## config.mk

```make
export PLATFORM = sky130hd
export DESIGN_NAME = regfile_wport_arb
export DESIGN_NICKNAME = d
export VERILOG_FILES = /design/src/rtl/regfile_wport_arb.sv
export SDC_FILE = /design/constraint.sdc
export NUM_CORES = 1
export LEC_CHECK = 0
export CORE_ASPECT_RATIO = 0.9
export CORE_MARGIN = 2
export CORE_UTILIZATION = 32
export CTS_CLUSTER_DIAMETER = 50
export DETAILED_ROUTE_END_ITERATION = 16
export PLACE_DENSITY = 0.6
export SLEW_MARGIN = 10
export SYNTH_ARGS = -nofsm -noshare
export SYNTH_HDL_FRONTEND = slang
export SYNTH_SLANG_ARGS = --single-unit
```

## constraint.sdc

```tcl
create_clock -name clk -period 3.8 [get_ports clk]
set_clock_uncertainty 0.1 [all_clocks]
set_input_delay 0.38 -clock clk [delete_from_list [all_inputs] [get_ports clk]]
set_output_delay 0.38 -clock clk [all_outputs]
set_load 0.005 [all_outputs]
```

## src/rtl/regfile_wport_arb.sv

```systemverilog
// Regfile write-port arbiter: writeback (req0) vs mul/div (req1) with bounded
// starvation of req1, registered write port, and a 32-entry pending-write scoreboard.
module regfile_wport_arb #(
  parameter int XLEN         = 32,
  parameter int STARVE_LIMIT = 4
) (
  input  logic            clk,
  input  logic            reset,
  input  logic            req0_val,
  output logic            req0_rdy,
  input  logic [4:0]      req0_addr,
  input  logic [XLEN-1:0] req0_data,
  input  logic            req1_val,
  output logic            req1_rdy,
  input  logic [4:0]      req1_addr,
  input  logic [XLEN-1:0] req1_data,
  output logic            wen,
  output logic [4:0]      waddr,
  output logic [XLEN-1:0] wdata,
  input  logic            sb_set_val,
  input  logic [4:0]      sb_set_addr,
  input  logic            flush,
  input  logic [4:0]      q0_addr,
  output logic            q0_busy,
  input  logic [4:0]      q1_addr,
  output logic            q1_busy,
  output logic [31:0]     pending
);

  localparam int SW = $clog2(STARVE_LIMIT + 1);

  typedef enum logic [1:0] {
    GNT_NONE,
    GNT_REQ0,
    GNT_REQ1
  } grant_e;

  grant_e          grant;
  logic            starve_hit;
  logic [SW-1:0]   starve_q, starve_d;
  logic            wen_q, wen_d;
  logic [4:0]      waddr_q, waddr_d;
  logic [XLEN-1:0] wdata_q, wdata_d;
  logic [31:0]     pending_q, pending_d;

  assign starve_hit = (starve_q == SW'(STARVE_LIMIT));

  // Grant depends only on the valids and the starve counter, so rdy never
  // combinationally follows address or data.
  always_comb begin
    grant = GNT_NONE;
    if (req0_val && req1_val) grant = starve_hit ? GNT_REQ1 : GNT_REQ0;
    else if (req0_val)        grant = GNT_REQ0;
    else if (req1_val)        grant = GNT_REQ1;
    if (reset)                grant = GNT_NONE;
  end

  assign req0_rdy = (grant == GNT_REQ0);
  assign req1_rdy = (grant == GNT_REQ1);

  always_comb begin
    starve_d = starve_q;
    if (!req1_val || req1_rdy) starve_d = '0;
    else if (!starve_hit)      starve_d = starve_q + SW'(1);
  end

  // NOTE: every variable gets a default at the top of an always_comb so no
  // path leaves it unassigned; otherwise synthesis infers a latch.
  always_comb begin
    wen_d   = 1'b0;
    waddr_d = waddr_q;
    wdata_d = wdata_q;
    unique case (grant)
      GNT_REQ0: if (req0_addr != 5'd0) begin
        wen_d   = 1'b1;
        waddr_d = req0_addr;
        wdata_d = req0_data;
      end
      GNT_REQ1: if (req1_addr != 5'd0) begin
        wen_d   = 1'b1;
        waddr_d = req1_addr;
        wdata_d = req1_data;
      end
      default: ;
    endcase
  end

  // Set is applied after clear so a new producer for the same register wins.
  always_comb begin
    pending_d = pending_q;
    if (wen_q) pending_d[waddr_q] = 1'b0;
    if (sb_set_val && (sb_set_addr != 5'd0)) pending_d[sb_set_addr] = 1'b1;
    if (flush) pending_d = '0;
    pending_d[0] = 1'b0;
  end

  // NOTE: sequential state uses non-blocking assignments so every flop samples
  // pre-edge values; the scoreboard is a flop vector and is reset like any other.
  always_ff @(posedge clk or posedge reset) begin
    if (reset) begin
      starve_q  <= '0;
      wen_q     <= 1'b0;
      waddr_q   <= '0;
      wdata_q   <= '0;
      pending_q <= '0;
    end else begin
      starve_q  <= starve_d;
      wen_q     <= wen_d;
      waddr_q   <= waddr_d;
      wdata_q   <= wdata_d;
      pending_q <= pending_d;
    end
  end

  assign wen     = wen_q;
  assign waddr   = waddr_q;
  assign wdata   = wdata_q;
  assign pending = pending_q;
  assign q0_busy = pending_q[q0_addr];
  assign q1_busy = pending_q[q1_addr];

endmodule

```

==> key figures, run 1 <==
Status
  • Status: finished, final reports clean

Synthesis
  • Synth Register Bits: 72
  • Main combinational cell family by area after synthesis: multiplexers
  • Syn nets: 486
  • Post-Synthesis Cells: 386
  • Multiplexer area fraction after synthesis: 0.2967
  • Synth cell count leaders: 72 x dfrtp_1, 44 x mux2_2, 40 x nand2_1
  • Synthesized cell area: 4250 µm²
  • Mapped Avg Cell Area: 11.01 µm²
  • Adder-cell share of the synthesized area: 0.01472
  • Area leader, netlist: dfrtp_1
  • Compound-gate portion of the synthesized area: 0.1054
  • Cell with the most instances after synthesis: dfrtp_1
  • EDFF count, synth: 0
  • Register area share after synthesis: 0.4239
  • Yosys warns: 0
  • Post-synth ARST share: 1.000
  • Synth Area in Simple Gates: 0.1172
  • Unique masters post-synth: 36
  • Post-Synth XOR/XNOR Area: 0.002061
  • Synth Flop Type: dfrtp_1
  • Largest cells by area after synthesis: dfrtp_1 42%, mux2_2 12%, mux2_4 11%, a21oi_1 4.6%, mux2i_1 4.2%
  • Synth top area share: 0.4239

STA
  • Max Freq: 320.3 MHz
  • Pin slew with the least headroom to its limit: 1.174 ns
  • Final period util: 0.8216
  • Post-layout min period: 3.122 ns
  • TNS Setup: 0 ns
  • Final setup margin: 0.6780 ns
  • Slew margin rel.: 0.2175
  • RSZ-0062 raised after global routing: false
  • WHS: 0.4047 ns
  • Final count of pins violating max slew: 0
  • Fin. Hold Viols: 0
  • Endpoints failing setup: 0

Clocking
  • Clock Latency Late Sink: 0.33 ns
  • CTS max path bufs: 2
  • Num CTS Buffers: 9
  • CTS clk-pin slew, worst paths: 0.05 ns
  • # resized after CTS: 0
  • Clock sinks: 72
  • CTS Hold Bufs: 0
  • CTS tree: built
  • Post-CTS Setup Inserts: 0
  • Clock Root Buffer: clkbuf_16
  • H-tree levels: 3

Worst setup path
  • Critical path class: reg2out
  • CP Max Fanout: 40
  • CP endpoint kind: output port
  • FF-to-FF setup slack: 0.86 ns
  • Crit start category: register
  • Arr. time, crit path: 2.64 ns
  • Worst EP required: 3.32 ns

Min path
  • Worst hold path type: reg2reg

Routing
  • WL per Instance: 18.28 µm
  • Post-route DRC: 0
  • DR vias: 3724
  • DR vias/cell: 5.208
  • Final wirelength: 13070 µm
  • TritonRoute pass-1 iters: 4
  • Iter 0 DRT Violations: 207
  • Routed Antenna Nets: 0

Placement
  • I/O Buffers: 167
  • DP HPWL: 9899 µm
  • Place WS: 0.5667 ns
  • Final Wtd Congestion: 0.8366

Final layout
  • Ant diodes: 0
  • FILL cells: 1168
  • Final core occ: 0.4890
  • Layout Nets: 646
  • Fraction of layout cells with a size suffix above 1: 0.1851
  • Synth-to-layout area growth: 47.66%

Floorplan
  • Die height: 113.3 µm
  • Num rows: 39
  • Core Area: 12830 µm²
  • Top Ports: 169
  • Die width: 125.5 µm
  • Full die area: 14220 µm²
  • Initial Util: 0.3312

Pwr
  • PD cells: 380.7 nW/µm²
  • Overall power: 2.389 mW
  • P_leak: 2.572 nW
  • Worst IR Drop VDD: 0.1680 mV

Job
  • Max Cap Violations: 0

Global route
  • GRT Total Usage: 0.1852
  • Grt ovf: 0
  • Pin count of the biggest net entering global routing: 73
  • Antenna violations before repair: 0
  • Number of global-route vias before repair: 3909
  • First-pass GRT wire length: 20880 µm
state kept, by name, indices dropped and copies added (netlist names):
signal    flops
wdata        32
pending      31
waddr         5
starve_q      3
wen           1
worst paths after layout:
| path | to | cells after the start | start |
|---|---|---|---|
| worst max-delay path | req1_rdy | 9 | starve_q[0]$_DFFE_PP0P_ |
| min in group asynchronous | starve_q[1]$_DFFE_PP0P_ | 3 | reset |
| worst min register to register | wdata[31]$_DFFE_PP0P_ | 1 | wdata[31]$_DFFE_PP0P_ |
| max in group asynchronous | wdata[16]$_DFFE_PP0P_ | 3 | reset |
| worst max register to register | waddr[2]$_DFFE_PP0P_ | 9 | starve_q[0]$_DFFE_PP0P_ |
| worst min-delay path | wdata[31]$_DFFE_PP0P_ | 1 | wdata[31]$_DFFE_PP0P_ |
through the flow:
stage               instance area (µm²)  instances
floorplan                          4254        386
global placement                   6010        699
CTS                                6276        715
global route                       6276        715
detailed placement                 6010        699
finish                             6276        715
logic make-up after synthesis:
family	Yosys count
AOI/OAI and AO/OA	83
xor gates and xnor gates	1
adders and majority gates	5
buffers and inverters	27
DFF	72
muxes	98
other	1
and+or+nand+nor	99
cell type report:
cell class	count	area, µm²	share of cell area
Clock inverter	4	20.02	0.003190
Timing Repair Buffer	169	1687	0.2687
Multi-Input combinational cell	287	2286	0.3642
Inverter	7	30.03	0.004785
Sequential cell	72	1802	0.2871
Clock buffer	12	246.5	0.03927
Tap cell	164	205.2	0.03270
metal layers:
metal  share of wire  up-vias  global-route usage
met4          0.0083        0             0.04667
met5               0        -                   0
met1            0.44     1808              0.2436
met3           0.099        9             0.06147
li1                -     1717                   -
met2            0.45      190              0.2959
cell usage in the layout (no fill, tap or decap):
master,synthesis,final
nand2b_1,5,5
nor3_1,2,2
nand2_1,40,40
ha_2,0,1
mux2i_1,18,18
a21oi_1,39,39
clkdlybuf4s50_1,0,167
nor2_1,12,12
clkbuf_16,0,9
clkinvlp_4,0,1
o21ai_0,33,33
and3_1,2,2
xnor2_1,1,1
nor3b_1,4,4
mux4_2,6,6
a22oi_1,4,4
ha_1,5,4
nand4_1,2,2
o2111ai_1,2,2
buf_4,1,2
mux2_4,30,30
or3_1,1,1
mux2_2,44,44
nand3b_1,5,5
and3b_1,3,3
dfrtp_1,72,72
inv_1,7,6
or3b_2,3,3
clkbuf_8,0,1
a211oi_1,2,2
o211ai_1,2,2
conb_1,1,1
a221o_2,0,1
or4_1,2,2
nand3_1,14,14
clkinv_2,0,4
clkbuf_1,10,2
nor2b_1,4,4
critical path, stage by stage (launching register included):
cell and delay, ns:
dfrtp_1 0.41, inv_1 0.07, ha_1 0.21, nand2_1 0.12, nand2_1 0.09, nand3_1 0.13
inv_1 0.09, ha_2 0.17, buf_4 0.41, clkdlybuf4s50_1 0.60
power breakdown:
part	switching, mW	internal (mW)
clock	0.306	0.455
sequential	0.0931	0.868
combinational	0.224	0.443
total	0.623	1.77
Note: power is estimated with default switching activity, not from simulation.
==> inputs of run 2 (changes only) <==
- PLACE_DENSITY: 0.6 -> 0.62
- clock period: 3.8 -> 2.85 ns (I/O delays scaled with it)
==> key figures, run 2 (synthesized netlist as in run 1, its figures left out) <==
Status
  • Status: finished, final reports clean

Placement
  • Placed cells: 709
  • Placement Cell Area: 6137 µm²
  • DP HPWL: 9827 µm
  • Place WS: 0.2434 ns
  • Final Wtd Congestion: 0.8032
  • I/O Buffers: 167

Worst setup path
  • FF-to-FF setup slack: 0.39 ns
  • Critical path class: reg2out
  • Arr. time, crit path: 2.29 ns
  • CP endpoint kind: output port
  • CP Max Fanout: 20
  • Worst EP required: 2.47 ns
  • Crit start category: register

STA
  • RSZ-0062 raised after global routing: false
  • Post-layout min period: 2.678 ns
  • Fin. Hold Viols: 0
  • Final period util: 0.9396
  • WHS: 0.2877 ns
  • Final count of pins violating max slew: 0
  • Endpoints failing setup: 0
  • Final setup margin: 0.1721 ns
  • Max Freq: 373.4 MHz
  • Pin slew with the least headroom to its limit: 0.7580 ns
  • Slew margin rel.: 0.4946

Floorplan
  • Initial Util: 0.3312
  • Num rows: 39
  • Die height: 113.3 µm
  • Die width: 125.5 µm
  • Full die area: 14220 µm²
  • Top Ports: 169
  • Core Area: 12830 µm²

Global route
  • Grt ovf: 0
  • Grt met2 use: 0.2818
  • GR Layer Usage met3: 0.05532
  • Pin count of the biggest net entering global routing: 62
  • Antenna violations before repair: 0
  • GRT Total Usage: 0.1816
  • First-pass GRT wire length: 20390 µm
  • Busiest grt layer: met2
  • Met1 GRT Util: 0.2408
  • Number of global-route vias before repair: 3849

Final layout
  • Post-Layout Cell Count: 725
  • Leading cell type in the layout, fill and taps excluded: clkdlybuf4s50_1
  • Ant diodes: 0
  • Final instance area: 6497 µm²
  • Largest register FFs: 32
  • Layout Nets: 657
  • Synth-to-layout area growth: 52.87%
  • Fraction of layout cells with a size suffix above 1: 0.2086
  • FILL cells: 1176
  • Commonest non-fill, non-tap cells in the layout: 167 x clkdlybuf4s50_1, 72 x dfrtp_1, 44 x mux2_2

Pwr
  • Sw frac: 0.2451
  • PD cells: 533.0 nW/µm²
  • Clk network pwr share: 0.368
  • Switching pwr: 849.1 µW
  • P_leak: 2.664 nW
  • Seq pwr share: 0.369
  • Comb power frac: 0.263
  • Internal power: 2.614 mW
  • Overall power: 3.463 mW
  • Worst IR Drop VDD: 0.2765 mV

Routing
  • DR vias: 3808
  • Post-route DRC: 0
  • DR vias/cell: 5.252
  • WL per Instance: 18.25 µm
  • Final wirelength: 13230 µm
  • Routed Antenna Nets: 0
  • Iter 0 DRT Violations: 194
  • TritonRoute pass-1 iters: 5

Clocking
  • H-tree levels: 3
  • CTS clk-pin slew, worst paths: 0.05 ns
  • Num CTS Buffers: 9
  • Clock sinks: 72
  • CTS tree: built
  • CTS Hold Bufs: 0
  • CTS max path bufs: 2
  • Clock Root Buffer: clkbuf_16
  • Clock Latency Late Sink: 0.33 ns

Min path
  • Worst hold path type: in2async

Job
  • Max Cap Violations: 0
## run 2: path summary, 6_finish.rpt
check | start | end | cells past startpoint
max | starve_q[0]$_DFFE_PP0P_ | req1_rdy | 9
min | reset | starve_q[2]$_DFFE_PP0P_ | 3
max reg2reg | starve_q[0]$_DFFE_PP0P_ | wdata[2]$_DFFE_PP0P_ | 10
min reg2reg | wdata[0]$_DFFE_PP0P_ | wdata[0]$_DFFE_PP0P_ | 1
max in group asynchronous | reset | pending[12]$_DFF_PP0_ | 3
min in group clk | wdata[0]$_DFFE_PP0P_ | wdata[0]$_DFFE_PP0P_ | 1
## run 2: stage by stage
step	utilization	setup TNS, ns
final	0.5063	0
after global routing	0.5063	0
after CTS	0.5043	0
after detailed placement	0.4782	0
after global placement	0.4782	0
after floorplan	-	-3.417
## run 2: metal layers
| layer | routed length, µm | vias to the layer above |
|---|---|---|
| li1 | - | 1744 |
| met1 | 5764 | 1842 |
| met2 | 5995 | 204 |
| met3 | 1275 | 18 |
| met4 | 195 | 0 |
| met5 | 0 | - |
## run 2: what timing repair did
item | CTS | global route
resized for setup | 0 | 0
setup endpoints to repair | 0 | 1
buffers inserted | 0 | 0
hold endpoints to repair | 0 | 0
## run 2: area by class of cell
class	instances	area [µm²]	share of cell area
inverter	7	30.03	0.004622
sequential	72	1802	0.2773
multi-input combinational	287	2313	0.3561
clock buffer	10	229.0	0.03524
tap	164	205.2	0.03158
timing repair buffer	180	1812	0.2788
clock inverter	5	106.4	0.01637
## run 2: worst max-delay path: stages (launching register included)
cell,delay [ns]
dfrtp_1,0.42
inv_1,0.07
ha_1,0.21
nand2_1,0.12
nand2_1,0.10
nand3_2,0.11
inv_2,0.08
ha_4,0.16
buf_12,0.17
clkdlybuf4s50_1,0.52
## run 2: power groups by stage
stage,clock [mW],combinational [mW],sequential [mW]
after floorplan,0,0.414,1.27
after global placement,0,0.898,1.29
after detailed placement,0,0.914,1.29
after CTS,1.29,0.917,1.28
after global routing,1.33,0.980,1.30
final,1.27,0.911,1.28
